--- src/rtl/io_uart_leds_responder_if.sv ---
// io_uart_leds_responder_if: core IO bus (address, store data, store strobe, combinational read data)
interface io_uart_leds_responder_if;
  logic [31:0] IO_mem_addr;
  logic [31:0] IO_mem_wdata;
  logic        IO_mem_wr;
  logic [31:0] IO_mem_rdata;
  modport master (output IO_mem_addr, output IO_mem_wdata, output IO_mem_wr, input IO_mem_rdata);
  modport slave (input IO_mem_addr, input IO_mem_wdata, input IO_mem_wr, output IO_mem_rdata);
endinterface

--- src/rtl/io_uart_leds_responder.sv ---
// io_uart_leds_responder: IO-bus target with an LED register and a FIFO-buffered 8N1 UART transmitter
module io_uart_leds_responder #(
  parameter int CLKS_PER_BIT = 434,
  parameter int FIFO_DEPTH = 8,
  parameter int LED_WIDTH = 8
) (
  input  logic                         clk,
  input  logic                         resetn,
  io_uart_leds_responder_if.slave      bus,
  output logic [LED_WIDTH-1:0]         leds,
  output logic                         uart_txd
);
  localparam int AW = $clog2(FIFO_DEPTH);
  localparam int CW = $clog2(FIFO_DEPTH + 1);
  localparam int TW = $clog2(CLKS_PER_BIT);
  typedef enum logic [1:0] {IDLE, START, DATA, STOP} state_t;
  state_t               state_q, state_d;
  logic [TW-1:0]        tmr_q, tmr_d;
  logic [2:0]           idx_q, idx_d;
  logic [7:0]           shift_q, shift_d;
  logic                 txd_q, txd_d;
  logic [LED_WIDTH-1:0] leds_q;
  logic [7:0]           mem_q [FIFO_DEPTH];
  logic [AW-1:0]        wp_q, rp_q;
  logic [CW-1:0]        cnt_q;
  logic                 ovf_q;
  logic                 io, we, sel_led, sel_data, sel_stat;
  logic                 full, empty, push, pop, ovf_set, ovf_clr, last;
  logic [31:0]          status;
  assign io       = bus.IO_mem_addr[22];
  assign sel_led  = io & bus.IO_mem_addr[2];
  assign sel_data = io & bus.IO_mem_addr[3];
  assign sel_stat = io & bus.IO_mem_addr[4];
  assign we       = resetn & bus.IO_mem_wr;
  assign full     = cnt_q == CW'(FIFO_DEPTH);
  assign empty    = cnt_q == '0;
  // Fullness is judged before the edge, so a same-cycle pop never rescues a push.
  assign push     = we & sel_data & ~full;
  assign ovf_set  = we & sel_data & full;
  assign ovf_clr  = we & sel_stat & bus.IO_mem_wdata[3];
  assign pop      = (state_q == IDLE) & ~empty;
  assign last     = tmr_q == TW'(CLKS_PER_BIT - 1);
  assign status   = {16'b0, 8'(cnt_q), 4'b0, ovf_q, empty, full, state_q != IDLE};
  assign bus.IO_mem_rdata = (sel_led ? 32'(leds_q) : 32'b0) | (sel_stat ? status : 32'b0);
  assign leds     = leds_q;
  assign uart_txd = txd_q;
  always_comb begin
    state_d = state_q;
    tmr_d   = tmr_q;
    idx_d   = idx_q;
    shift_d = shift_q;
    txd_d   = txd_q;
    case (state_q)
      IDLE: begin
        txd_d = 1'b1;
        if (pop) begin
          state_d = START;
          shift_d = mem_q[rp_q];
          tmr_d   = '0;
          idx_d   = '0;
          txd_d   = 1'b0;
        end
      end
      START: begin
        tmr_d = last ? '0 : tmr_q + 1'b1;
        if (last) begin
          state_d = DATA;
          txd_d   = shift_q[0];
        end
      end
      DATA: begin
        tmr_d = last ? '0 : tmr_q + 1'b1;
        if (last) begin
          shift_d = shift_q >> 1;
          idx_d   = idx_q + 3'd1;
          state_d = idx_q == 3'd7 ? STOP : DATA;
          txd_d   = idx_q == 3'd7 ? 1'b1 : shift_q[1];
        end
      end
      STOP: begin
        tmr_d = last ? '0 : tmr_q + 1'b1;
        if (last) state_d = IDLE;
        txd_d = 1'b1;
      end
      default: state_d = IDLE;
    endcase
  end
  always_ff @(posedge clk) begin
    if (!resetn) begin
      state_q <= IDLE;
      tmr_q   <= '0;
      idx_q   <= '0;
      shift_q <= '0;
      txd_q   <= 1'b1;
      leds_q  <= '0;
      wp_q    <= '0;
      rp_q    <= '0;
      cnt_q   <= '0;
      ovf_q   <= 1'b0;
    end else begin
      state_q <= state_d;
      tmr_q   <= tmr_d;
      idx_q   <= idx_d;
      shift_q <= shift_d;
      txd_q   <= txd_d;
      if (we & sel_led) leds_q <= bus.IO_mem_wdata[LED_WIDTH-1:0];
      if (push) wp_q <= wp_q + 1'b1;
      if (pop) rp_q <= rp_q + 1'b1;
      cnt_q <= cnt_q + CW'(push) - CW'(pop);
      ovf_q <= ovf_set | (ovf_q & ~ovf_clr);
    end
  end
  always_ff @(posedge clk) begin
    if (push) mem_q[wp_q] <= bus.IO_mem_wdata[7:0];
  end
endmodule
--- src/flat_wrapper.sv ---
// flat-port wrapper written by rule: the top's interface ports become plain ports
module io_uart_leds_responder_flat 
#(
  parameter int CLKS_PER_BIT = 434,
  parameter int FIFO_DEPTH = 8,
  parameter int LED_WIDTH = 8
)
  (clk, resetn, leds, uart_txd, bus_IO_mem_addr, bus_IO_mem_wdata, bus_IO_mem_wr, bus_IO_mem_rdata);
  io_uart_leds_responder_if bus_i ();
  input  logic clk;
  input  logic resetn;
  output logic [LED_WIDTH-1:0] leds;
  output logic uart_txd;
  input wire logic [$bits(bus_i.IO_mem_addr)-1:0] bus_IO_mem_addr;
  input wire logic [$bits(bus_i.IO_mem_wdata)-1:0] bus_IO_mem_wdata;
  input wire logic [$bits(bus_i.IO_mem_wr)-1:0] bus_IO_mem_wr;
  output wire logic [$bits(bus_i.IO_mem_rdata)-1:0] bus_IO_mem_rdata;
  assign bus_i.IO_mem_addr = bus_IO_mem_addr;
  assign bus_i.IO_mem_wdata = bus_IO_mem_wdata;
  assign bus_i.IO_mem_wr = bus_IO_mem_wr;
  assign bus_IO_mem_rdata = bus_i.IO_mem_rdata;
  io_uart_leds_responder #(.CLKS_PER_BIT(CLKS_PER_BIT), .FIFO_DEPTH(FIFO_DEPTH), .LED_WIDTH(LED_WIDTH)) u_core (.clk(clk), .resetn(resetn), .bus(bus_i), .leds(leds), .uart_txd(uart_txd));
endmodule
--- config.mk ---
export PLATFORM = sky130hd
export DESIGN_NAME = io_uart_leds_responder_flat
export DESIGN_NICKNAME = d
export VERILOG_FILES = /design/src/rtl/io_uart_leds_responder_if.sv /design/src/rtl/io_uart_leds_responder.sv /design/src/flat_wrapper.sv
export SDC_FILE = /design/constraint.sdc
export NUM_CORES = 1
export LEC_CHECK = 0
export CORE_UTILIZATION = 55
export CTS_CLUSTER_DIAMETER = 200
export CTS_CLUSTER_SIZE = 40
export DETAILED_ROUTE_END_ITERATION = 6
export DONT_BUFFER_PORTS = 1
export PLACE_DENSITY = 0.73
export SLEW_MARGIN = 40
export SYNTH_ARGS = -nofsm -noshare
export SYNTH_HDL_FRONTEND = slang
export SYNTH_SLANG_ARGS = --single-unit
--- constraint.sdc ---
create_clock -name clk -period 5.15 [get_ports clk]
set_input_delay 0.2575 -clock clk [delete_from_list [all_inputs] [get_ports clk]]
set_output_delay 0.2575 -clock clk [all_outputs]
set_load 0.01 [all_outputs]
==> run metrics <==
Final WS setup 2.66 ns; ys async rst share 0%; post-synthesis mux area share ~7%; Synth Cell Area between 4000 and 5000 µm²; minimum clock period 2.49 ns; clock-pin slew on the worst setup and hold paths 0.12 ns; yosys synthesis warning count 0; Crit path max-delay family simple AND/OR/NAND/NOR gates; clock root buffer master clkbuf_8; CTS H-tree depth 3; Vias slightly below 3,000; busiest layer in global routing met2; met2 Usage GRT 34.6%; DRT iter0 DRCs 172; most common cell after layout, fill and taps aside edfxtp_1; iteration count of the initial detailed-routing pass 4; GRT Total Usage 21.3%; initial core utilization 58.0%; clock buffer depth 2; Fmax achieved 0.401 GHz; ant diodes 0; Setup Total Neg Slack 0 ns; Ports 108; vias in the first global route 2,773; area of placed instances 4880 µm²; Power per Cell Area roughly 420 nW/µm²; Worst EP arrival around 2.8 ns; met1 Resource Use GR 27.3%; WP data required 5.43 ns; worst-margin pin slew 0.739 ns; Lkg Pwr 1.84 nW; CP peak stage delay 0.65 ns; Setup Viol. Count Final 0; Post-synth EDFFs 64; leading cell types in the layout, fill and taps excluded 64 x edfxtp_1, 44 x dfxtp_1, 32 x nand2_1, 32 x nor2_1, 20 x conb_1; PortBufs 0; Worst Setup SP u_core.state_q[0]; WS Path Type reg2reg; RSZ-0062 raised after global routing false; first-pass GRT wire length 14,100 µm; fin. max-slew vios 0; met3 Use GR under 10%; GRT overflow 0; fin crit share 48.4%; commonest register cell after synthesis edfxtp_1; die width between 90 and 100 µm; endpoints failing hold 0; pre-CTS WS between 2 and 3 ns; sequential fraction of the synthesis area between 50% and 60%; Clock Sink Count 109; WP buf/inv 1; core area ~8400 µm²; Clock Latency Late Sink 0.39 ns; area delta synth->final 6.95%; syn avg cell area 12.2 µm²; clk_skew 0.0140 ns; critical path fanouts, max 16; hpwl dp approximately 6000 µm; Synth Register Bits 109; CTS buffer count 9; Layout Nets 491; die area 9220 µm²; Hold Crit Class in2reg; row count 33; GPL Wtd Cong 0.810; area fraction in compound gates after synthesis 7.88%; Final Cell Area ~5200 µm²; worst vdd ir between 200 and 300 µV; slowest cell on the critical path nand4bb_1; Distinct cells, synth 47; Synth Area in XOR/XNOR 2.52%; CP Cell Sequence inv_1 -> ha_1 -> nand4bb_1 -> and4_1 -> a221o_1; largest net degree at the start of global routing 25; Max Cap Viol 0; Total Wirelength 8890 µm; initial antenna violation count 0; # Post-CTS Setup Buffers 0; layout cell share with drive strength beyond 1 9.47%; main combinational cell family by area after synthesis simple AND/OR/NAND/NOR gates; Synth Area in Adders 4.53%; status completed; fillcell total 653; DR DRC count 0; CP Capture Type flop; Critical R2R Launch u_core.state_q[0]; CTS tree done; Cells after Synth 399; Die Y 96.0 µm; headroom to the max-slew limit between 50% and 60%; WL/cell between 15 and 20 µm; worst hold path startpoint resetn; Routed Antenna Nets 0; Synth Area in Simple Gates between 10 and 15%; crit path launch type flop; via density per instance 5.74
==> what timing repair did <==
| action | CTS | global route |
|---|---|---|
| hold buffers | 9 | 1 |
| hold endpoints to repair | 74 | 1 |
| endpoints found under the setup margin | 0 | 0 |
| gates resized for setup | 0 | 0 |
==> path summary, 6_finish.rpt <==
path                       endpoint  slack (ns)  cells past startpoint
setup / recovery  u_core.shift_q[5]        2.66                      5
hold reg to reg   u_core.shift_q[7]        0.49                      1
setup reg to reg  u_core.shift_q[5]        2.66                      5
hold / removal       u_core.leds[1]        0.02                      2
==> routing by layer <==
layer	up-vias	wire, µm
li1	1436	-
met5	-	0
met2	95	4280
met4	0	124
met3	11	483
met1	1428	4000
==> state kept, by name, summed over array words and instances, names as in the netlist, named ones only <==
signal,cells
u_core.mem_q,64
u_core.tmr_q,9
u_core.leds,8
u_core.shift_q,8
u_core.cnt_q,4
u_core.idx_q,3
u_core.rp_q,3
u_core.wp_q,3
u_core.state_q,2
u_core.ovf_q,1
u_core.uart_txd,1
==> synthesized netlist by cell type (all sizes together) (6+ instances only) <==
cell type,number,area (µm²)
clkbuf,15,56.3
o21ai,18,90.1
inv,12,45.0
nor2,33,124
nand3,9,45.0
ha,16,200
xnor2,8,70.1
nor3,6,30.0
nor2b,9,56.3
buf,26,200
mux4,12,285
mux2i,6,60.1
dfxtp,45,901
nand2,32,120
xor2,6,52.6
a211oi,9,67.6
and3,8,50.1
edfxtp,64,1920
a21oi,17,85.1
==> layout make-up <==
type                            count  area, µm²  share of cell area, %
Clock buffer                        9        124                   2.38
Clock inverter                      7       96.3                   1.85
Inverter                           12       45.0                  0.866
Multi-Input combinational cell    256       1810                   34.8
Sequential cell                   109       2820                   54.3
Tap cell                          105        131                   2.53
Timing Repair Buffer               19        168                   3.23
==> logic make-up (layout without fill, tap and decap cells) <==
| family | Yosys count | count (layout) |
|---|---|---|
| compound gates | 60 | 60 |
| xor+xnor | 14 | 14 |
| fa+ha+maj | 17 | 17 |
| buf+inv | 53 | 47 |
| flops | 109 | 109 |
| mux | 18 | 18 |
| other cells | 1 | 20 |
| simple gates | 127 | 127 |
==> report_power, final <==
part           switching, mW  internal, mW
Combinational          0.314         0.255
Clock                  0.340         0.205
Sequential            0.0887         0.989
==> stage by stage <==
step                power [mW]  utilization, %  hold WS [ns]  instances
finish                    2.19            62.0        0.0220        517
global route              2.33            62.0        0.0130        517
CTS                       2.20            61.9       0.00831        516
detailed placement        1.65            58.2         0.357        491
global placement          1.63            58.2         0.357        491
floorplan                 1.55               -         0.356        418
==> worst register-to-register path, delay by kind of cell, from the launching register on <==
family / cells / cell delay [ns]
AO/OA/AOI/OAI: 1 / 0.29
adder cells (fa/ha/maj): 1 / 0.41
buffers and inverters: 1 / 0.12
flip-flops: 1 / 0.37
AND/OR/NAND/NOR: 2 / 1.19
Note: power is estimated with default switching activity, not from simulation.
